<file path="config.mk">
export PLATFORM = sky130hd
export DESIGN_NAME = ir_peak_detector_flat
export DESIGN_NICKNAME = d
export VERILOG_FILES = /design/src/rtl/ir_peak_detector_if.sv /design/src/rtl/ir_peak_detector.sv /design/src/flat_wrapper.sv
export SDC_FILE = /design/constraint.sdc
export NUM_CORES = 1
export LEC_CHECK = 0
export ABC_CLOCK_PERIOD_IN_PS = 7950
export BUFFER_PORTS_ARGS = -buffer_cell sky130_fd_sc_hd__buf_2
export CAP_MARGIN = 20
export CORE_ASPECT_RATIO = 1.1
export CORE_UTILIZATION = 40
export CTS_CLUSTER_SIZE = 24
export DETAILED_ROUTE_END_ITERATION = 8
export PLACE_DENSITY_LB_ADDON = 0.3
export REMOVE_ABC_BUFFERS = 1
export SETUP_SLACK_MARGIN = 0.05
export SLEW_MARGIN = 25
export SYNTH_ARGS = -nofsm -noshare
export SYNTH_HDL_FRONTEND = slang
export SYNTH_SLANG_ARGS = --single-unit
</file>
<file path="constraint.sdc">
create_clock -name CLK_Filter -period 7.95 [get_ports CLK_Filter]
set_input_delay 0 -clock CLK_Filter [delete_from_list [all_inputs] [get_ports CLK_Filter]]
set_output_delay 0 -clock CLK_Filter [all_outputs]
set_load 0.05 [all_outputs]
</file>
<file path="src/rtl/ir_peak_detector_if.sv">
// rtl/ir_peak_detector_if.sv - sample-in / beat-report bundle for ir_peak_detector
//
// Purpose: carries the filtered IR sample stream into the peak detector and
// the beat report back out to the SpO2 / heart-rate back end.
//   master : sample source (drives Sample_En, Filtered_In; observes results)
//   slave  : peak detector (consumes samples; drives Beat .. Signal_Lost)
// Signals:
//   Sample_En    - Filtered_In carries a new sample this cycle
//   Filtered_In  - unsigned filtered IR sample, DW bits
//   Beat         - one-cycle strobe per accepted peak
//   Beat_Period  - samples between the last two accepted peaks, CW bits
//   Peak_Value   - level of last accepted peak
//   Valley_Value - level of last confirmed valley
//   Amplitude    - Peak_Value - Valley_Value, floored at 0
//   Signal_Lost  - no accepted beat for MAX_PERIOD samples
interface ir_peak_detector_if #(
    parameter int DW = 20,
    parameter int CW = 11
);
    logic          Sample_En;
    logic [DW-1:0] Filtered_In;
    logic          Beat;
    logic [CW-1:0] Beat_Period;
    logic [DW-1:0] Peak_Value;
    logic [DW-1:0] Valley_Value;
    logic [DW-1:0] Amplitude;
    logic          Signal_Lost;

    modport master (
        output Sample_En, Filtered_In,
        input  Beat, Beat_Period, Peak_Value, Valley_Value, Amplitude, Signal_Lost
    );

    modport slave (
        input  Sample_En, Filtered_In,
        output Beat, Beat_Period, Peak_Value, Valley_Value, Amplitude, Signal_Lost
    );
endinterface

</file>
<file path="src/rtl/ir_peak_detector.sv">
// rtl/ir_peak_detector.sv - hysteresis peak/valley beat detector for the filtered IR waveform
//
// Purpose: tracks systolic peaks and diastolic valleys of the FIR-filtered IR
// signal with a hysteresis state machine, and reports each accepted beat with
// its period, peak/valley levels and AC amplitude.
// Ports:
//   CLK_Filter - filter clock (only clock)
//   rst        - synchronous active-high reset
//   pk         - ir_peak_detector_if.slave: Sample_En/Filtered_In in,
//                Beat/Beat_Period/Peak_Value/Valley_Value/Amplitude/Signal_Lost out
// Build option:
//   PEAK_DET_AVG_EN - when defined, Beat_Period is the truncated mean of the
//                     last 4 accepted periods instead of the latest period.
module ir_peak_detector #(
    parameter int DW         = 20,
    parameter int HYST       = 2000,
    parameter int WARMUP     = 25,
    parameter int MIN_PERIOD = 100,
    parameter int MAX_PERIOD = 1000,
    parameter int CW         = 11
) (
    input  logic                  CLK_Filter,
    input  logic                  rst,
    ir_peak_detector_if.slave     pk
);

    typedef enum logic [1:0] {
        IDLE     = 2'd0,
        SEEK_MAX = 2'd1,
        SEEK_MIN = 2'd2
    } state_t;

    localparam logic [DW-1:0] HYST_C   = DW'(HYST);
    localparam logic [CW-1:0] WARMUP_C = CW'(WARMUP);
    localparam logic [CW-1:0] MIN_C    = CW'(MIN_PERIOD);
    localparam logic [CW-1:0] MAX_C    = CW'(MAX_PERIOD);

    state_t        state_q, state_d;
    logic [DW-1:0] cur_max_q, cur_max_d;
    logic [DW-1:0] cur_min_q, cur_min_d;
    logic [CW-1:0] cnt_q, cnt_d;
    logic          armed_q, armed_d;
    logic          beat_q, beat_d;
    logic [CW-1:0] period_q, period_d;
    logic [DW-1:0] peak_q, peak_d;
    logic [DW-1:0] valley_q, valley_d;
    logic [DW-1:0] amp_q, amp_d;
    logic          lost_q, lost_d;

`ifdef PEAK_DET_AVG_EN
    logic [CW-1:0] hist_q [4];
    logic [CW-1:0] hist_d [4];
    logic          fresh_q, fresh_d;
    logic [CW+1:0] hist_sum;
`endif

    logic [DW-1:0] smp;
    logic [DW-1:0] hi;
    logic [DW-1:0] lo;
    logic [CW-1:0] cnt_inc;
    logic          peak_conf;
    logic          valley_conf;

    assign smp = pk.Filtered_In;

    // Running extremes including this sample; they keep the hysteresis
    // differences non-negative so unsigned subtraction never wraps.
    assign hi      = (smp > cur_max_q) ? smp : cur_max_q;
    assign lo      = (smp < cur_min_q) ? smp : cur_min_q;
    assign cnt_inc = (cnt_q >= MAX_C) ? MAX_C : cnt_q + CW'(1);

    assign peak_conf   = (state_q == SEEK_MAX) && ((hi - smp) > HYST_C);
    assign valley_conf = (state_q == SEEK_MIN) && ((smp - lo) > HYST_C);

    always_comb begin
        state_d   = state_q;
        cur_max_d = cur_max_q;
        cur_min_d = cur_min_q;
        cnt_d     = cnt_q;
        armed_d   = armed_q;
        beat_d    = 1'b0;
        period_d  = period_q;
        peak_d    = peak_q;
        valley_d  = valley_q;
        amp_d     = amp_q;
        lost_d    = lost_q;
`ifdef PEAK_DET_AVG_EN
        hist_d    = hist_q;
        fresh_d   = fresh_q;
        hist_sum  = '0;
`endif
        if (pk.Sample_En) begin
            case (state_q)
                IDLE: begin
                    // cnt doubles as the warm-up counter while idle.
                    if (cnt_q == WARMUP_C) begin
                        cur_max_d = smp;
                        cnt_d     = '0;
                        state_d   = SEEK_MAX;
                    end else begin
                        cnt_d = cnt_q + CW'(1);
                    end
                end
                SEEK_MAX: begin
                    cur_max_d = hi;
                    cnt_d     = cnt_inc;
                    if (peak_conf) begin
                        cur_min_d = smp;
                        state_d   = SEEK_MIN;
                        if (!armed_q) begin
                            // First peak after reset or loss only sets the
                            // reference point for period measurement.
                            armed_d = 1'b1;
                            cnt_d   = '0;
`ifdef PEAK_DET_AVG_EN
                            fresh_d = 1'b1;
`endif
                        end else if (cnt_inc >= MIN_C) begin
                            beat_d = 1'b1;
                            peak_d = hi;
                            amp_d  = (hi >= valley_q) ? (hi - valley_q) : '0;
                            lost_d = 1'b0;
                            cnt_d  = '0;
`ifdef PEAK_DET_AVG_EN
                            if (fresh_q) begin
                                for (int i = 0; i < 4; i++) hist_d[i] = cnt_inc;
                            end else begin
                                for (int i = 3; i > 0; i--) hist_d[i] = hist_q[i-1];
                                hist_d[0] = cnt_inc;
                            end
                            fresh_d = 1'b0;
                            for (int i = 0; i < 4; i++) hist_sum = hist_sum + (CW+2)'(hist_d[i]);
                            period_d = hist_sum[CW+1:2];
`else
                            period_d = cnt_inc;
`endif
                        end
                        // Peaks closer than MIN_PERIOD fall through: no beat,
                        // cnt keeps running from the previous accepted peak.
                    end
                end
                SEEK_MIN: begin
                    cur_min_d = lo;
                    cnt_d     = cnt_inc;
                    if (valley_conf) begin
                        valley_d  = lo;
                        cur_max_d = smp;
                        state_d   = SEEK_MAX;
                    end
                end
                default: state_d = IDLE;
            endcase

            // Arm/accept clear cnt_d, so an accepted peak on the saturating
            // sample suppresses the loss declaration.
            if ((state_q != IDLE) && (cnt_d == MAX_C)) begin
                lost_d  = 1'b1;
                armed_d = 1'b0;
            end
        end
    end

    always_ff @(posedge CLK_Filter) begin
        if (rst) begin
            state_q   <= IDLE;
            cur_max_q <= '0;
            cur_min_q <= '0;
            cnt_q     <= '0;
            armed_q   <= 1'b0;
            beat_q    <= 1'b0;
            period_q  <= '0;
            peak_q    <= '0;
            valley_q  <= '0;
            amp_q     <= '0;
            lost_q    <= 1'b0;
`ifdef PEAK_DET_AVG_EN
            for (int i = 0; i < 4; i++) hist_q[i] <= '0;
            fresh_q   <= 1'b0;
`endif
        end else begin
            state_q   <= state_d;
            cur_max_q <= cur_max_d;
            cur_min_q <= cur_min_d;
            cnt_q     <= cnt_d;
            armed_q   <= armed_d;
            beat_q    <= beat_d;
            period_q  <= period_d;
            peak_q    <= peak_d;
            valley_q  <= valley_d;
            amp_q     <= amp_d;
            lost_q    <= lost_d;
`ifdef PEAK_DET_AVG_EN
            for (int i = 0; i < 4; i++) hist_q[i] <= hist_d[i];
            fresh_q   <= fresh_d;
`endif
        end
    end

    assign pk.Beat         = beat_q;
    assign pk.Beat_Period  = period_q;
    assign pk.Peak_Value   = peak_q;
    assign pk.Valley_Value = valley_q;
    assign pk.Amplitude    = amp_q;
    assign pk.Signal_Lost  = lost_q;

endmodule

</file>
<file path="src/flat_wrapper.sv">
// flat-port wrapper written by rule: the top's interface ports become plain ports
module ir_peak_detector_flat 
#(
    parameter int DW         = 20,
    parameter int HYST       = 2000,
    parameter int WARMUP     = 25,
    parameter int MIN_PERIOD = 100,
    parameter int MAX_PERIOD = 1000,
    parameter int CW         = 11
)
  (CLK_Filter, rst, pk_Sample_En, pk_Filtered_In, pk_Beat, pk_Beat_Period, pk_Peak_Value, pk_Valley_Value, pk_Amplitude, pk_Signal_Lost);
  ir_peak_detector_if #(.DW(DW), .CW(CW)) pk_i ();
  input  logic CLK_Filter;
  input  logic rst;
  input wire logic [$bits(pk_i.Sample_En)-1:0] pk_Sample_En;
  input wire logic [$bits(pk_i.Filtered_In)-1:0] pk_Filtered_In;
  output wire logic [$bits(pk_i.Beat)-1:0] pk_Beat;
  output wire logic [$bits(pk_i.Beat_Period)-1:0] pk_Beat_Period;
  output wire logic [$bits(pk_i.Peak_Value)-1:0] pk_Peak_Value;
  output wire logic [$bits(pk_i.Valley_Value)-1:0] pk_Valley_Value;
  output wire logic [$bits(pk_i.Amplitude)-1:0] pk_Amplitude;
  output wire logic [$bits(pk_i.Signal_Lost)-1:0] pk_Signal_Lost;
  assign pk_i.Sample_En = pk_Sample_En;
  assign pk_i.Filtered_In = pk_Filtered_In;
  assign pk_Beat = pk_i.Beat;
  assign pk_Beat_Period = pk_i.Beat_Period;
  assign pk_Peak_Value = pk_i.Peak_Value;
  assign pk_Valley_Value = pk_i.Valley_Value;
  assign pk_Amplitude = pk_i.Amplitude;
  assign pk_Signal_Lost = pk_i.Signal_Lost;
  ir_peak_detector #(.DW(DW), .HYST(HYST), .WARMUP(WARMUP), .MIN_PERIOD(MIN_PERIOD), .MAX_PERIOD(MAX_PERIOD), .CW(CW)) u_core (.CLK_Filter(CLK_Filter), .rst(rst), .pk(pk_i));
endmodule
</file>
==> results.cfg <==
[setup_path]
crit_fanout = 49
crit_chain = inv_1 -> ha_1 -> and4_1 -> a221oi_1 -> a21bo_2 -> o21ai_2 -> a21oi_1 -> ha_1 -> fa_1 -> and2b_1 -> o2111ai_1 -> a31o_1 -> a221o_1 -> a221o_1 -> or4b_4 -> o311ai_4 -> or2b_2 -> a22oi_1 -> nor2_1
path_class = reg -> reg
cp-end-kind = flip-flop
cp_slowest_cell = or2b_2
start_kind = flip-flop
cp.required_ns = 8.31
worstPathArrival_ns = 6.96
cp_num_buf_inv = 1
crit_family = compound AO/OA/AOI/OAI gates
slowest_delay_ns = 0.78

[job]
cap_violations = 0

[detailed_routing]
vias = 9484
wire_per_inst_um = 16.37
wirelength_um = 27920
ant_nets = 0
firstDrtPassIters = 8
drtIter0Drc = 614
drc = 12
avgViaCountPerCell = 5.559

[placement]
place_ws_ns = 1.359
port_buffers = 95
gp_congestion = 0.9046
hpwl_um = 21260
placed_area_um2 = 10600

[sta]
fmax_mhz = 151.5
setup_violations = 0
setup_slack_ns = 1.347
finalHoldViolations = 0
drv_slew = 0
fin_worst_skew_ns = 0.01054
period_needed_ns = 6.603
worst_pin_slew_ns = 0.9783
whs_ns = 0.005082
maxSlewHeadroom_pct = 33.10
rsz0062_at_grt = false
finalCritPeriodShare_pct = 83.05
tns_ns = 0

[clock_network]
cts_resized = 0
cts_buffers = 17
clk_latency_ns = 0.43
cts_root_buf = clkbuf_16
post_cts_buffers = 0
cts_tree = done
cts_buffer_depth = 2
h-tree-depth = 4
cts_num_sinks = 127
clk_pin_slew_ns = 0.06

[logic_synthesis]
async_reset_ff_share_pct = 0
netlist_area_um2 = 9906
synthFlopType = dfxtp_1
netlist_instances = 1300
ys_types = 83
synth-seq-cells = 127
synth.most_common_cell = nand2_1
yosys_warnings = 0
synth.area.top_cells = dfxtp_1 26%, ha_1 13%, nand2_1 6.3%, mux2i_1 6.1%, a21oi_1 5.0%
synth_edf_count = 0
synth_top_area_share_pct = 25.67
synth_area_per_cell_um2 = 7.620
synth.yosys.seq_area_share_pct = 25.67
yosysTopAreaCell = dfxtp_1
synth_common_cells = 166 x nand2_1, 127 x dfxtp_1, 123 x nor2_1

[power_and_ir_drop]
p_per_area_nw_per_um2 = 159.7
p_leak_nw = 4.662
irDropWorstVdd_uv = 126.8

[final_layout]
drive_above_1_share_pct = 11.75
antennaDiodeCount = 0
fin_nets = 1509
multiInputGateArea_um2 = 6699
regArea_um2 = 2542
utilization_pct = 46.63
area_growth_pct = 14.84
design_area_um2 = 11380
nFillCells = 2448

[global_routing]
grt_start_max_net_pins = 60
grtUsageMet1_pct = 30.08
grt_use_met2_pct = 35.99
grt-ovfl-total = 0
antenna_found_initial = 0
grt_pass1_vias = 8723
grt-busiest-layer = met2
grt_pass1_wl_um = 45020
grtUsageMet3_pct = 2.836
grt_usage_pct = 21.96

[floorplan]
start_util_pct = 40.60
die_width_um = 152.0
row_count = 60
ios = 96
core_um2 = 24400
die_y_um = 167.0
dieArea_um2 = 25400

[hold_path]
hold_class = in -> reg

[run_status]
status = finished with violations
failed_checks = design-rule violations
[path summary, 6_finish.rpt]
kind | start | to | slack, ns | cells after the start
max | u_core.cur_max_q[19]$_SDFFE_PP0P_ | u_core.pk.Amplitude[4]$_SDFFE_PP0P_ | 1.35 | 19
min | rst | u_core.cur_min_q[2]$_SDFFE_PP0P_ | 0.005 | 2
max reg2reg | u_core.cur_max_q[19]$_SDFFE_PP0P_ | u_core.pk.Amplitude[4]$_SDFFE_PP0P_ | 1.35 | 19
min reg2reg | u_core.pk.Beat_Period[4]$_SDFFE_PP0P_ | u_core.pk.Beat_Period[4]$_SDFFE_PP0P_ | 0.45 | 2
[stage by stage]
step                      instances  power, mW
after floorplan                1237     0.9376
after global placement         1654      1.042
after detailed placement       1654      1.046
after CTS                      1706      1.824
after global routing           1706      1.906
final                          1706      1.817
[cells by family (layout without fill, tap and decap cells)]
kind of cell | after synthesis | after routing | share of synthesized area [%]
adder cells (fa/ha/maj) | 103 | 103 | 13.24
XOR/XNOR | 35 | 35 | 3.095
buffers and inverters | 170 | 266 | 6.934
AO/OA/AOI/OAI | 366 | 366 | 24.53
AND/OR/NAND/NOR | 436 | 436 | 20.13
flip-flops | 127 | 127 | 25.67
multiplexers | 63 | 63 | 6.404
[cells in the final DEF, fill, tap and decap left out, drive strengths merged, types with 8 or more instances in the layout]
| cell | count |
|---|---|
| a211oi | 30 |
| a21o | 25 |
| a21oi | 99 |
| a22oi | 12 |
| a31oi | 8 |
| and2 | 8 |
| and3 | 9 |
| and4 | 8 |
| buf | 107 |
| clkbuf | 21 |
| dfxtp | 127 |
| dlygate4sd3 | 20 |
| ha | 100 |
| inv | 110 |
| mux2i | 60 |
| nand2 | 166 |
| nand2b | 12 |
| nand3 | 31 |
| nand4 | 11 |
| nor2 | 123 |
| nor2b | 12 |
| nor3 | 23 |
| o2111ai | 11 |
| o211ai | 13 |
| o21a | 9 |
| o21ai | 85 |
| o31ai | 9 |
| or3 | 8 |
| xnor2 | 18 |
| xor2 | 17 |
[cell type report]
class | instances | share of cell area [%]
Timing Repair Buffer | 127 | 6.753
Inverter | 107 | 3.531
Sequential cell | 127 | 22.35
Clock buffer | 21 | 4.136
Multi-Input combinational cell | 1003 | 58.89
Tap cell | 310 | 3.410
Clock inverter | 11 | 0.9349
[routing by layer]
metal / vias up / share of wire [%]
li1: 4813 / -
met1: 4410 / 49
met2: 227 / 45
met3: 34 / 4.2
met4: 0 / 1.6
met5: - / 0
[where the power goes]
group          switching [mW]  total, mW  internal [mW]  leakage [nW]
combinational           0.247      0.406          0.159          3.36
sequential            0.00323      0.641          0.638          1.02
clock                   0.313      0.770          0.457         0.276
[state kept, by name, summed over array words and instances (netlist names)]
register	count
u_core.cnt_q	11
u_core.state_q	2
u_core.cur_min_q	20
u_core.pk.Beat	1
u_core.cur_max_q	20
u_core.pk.Amplitude	20
u_core.pk.Beat_Period	11
u_core.pk.Peak_Value	20
u_core.pk.Valley_Value	20
u_core.pk.Signal_Lost	1
u_core.armed_q	1
[repair_timing]
item,in CTS,in global routing
setup endpoints to repair,0,0
endpoints found under the hold margin,41,0
hold buffers,20,0
(Power assumes the default switching activity.)
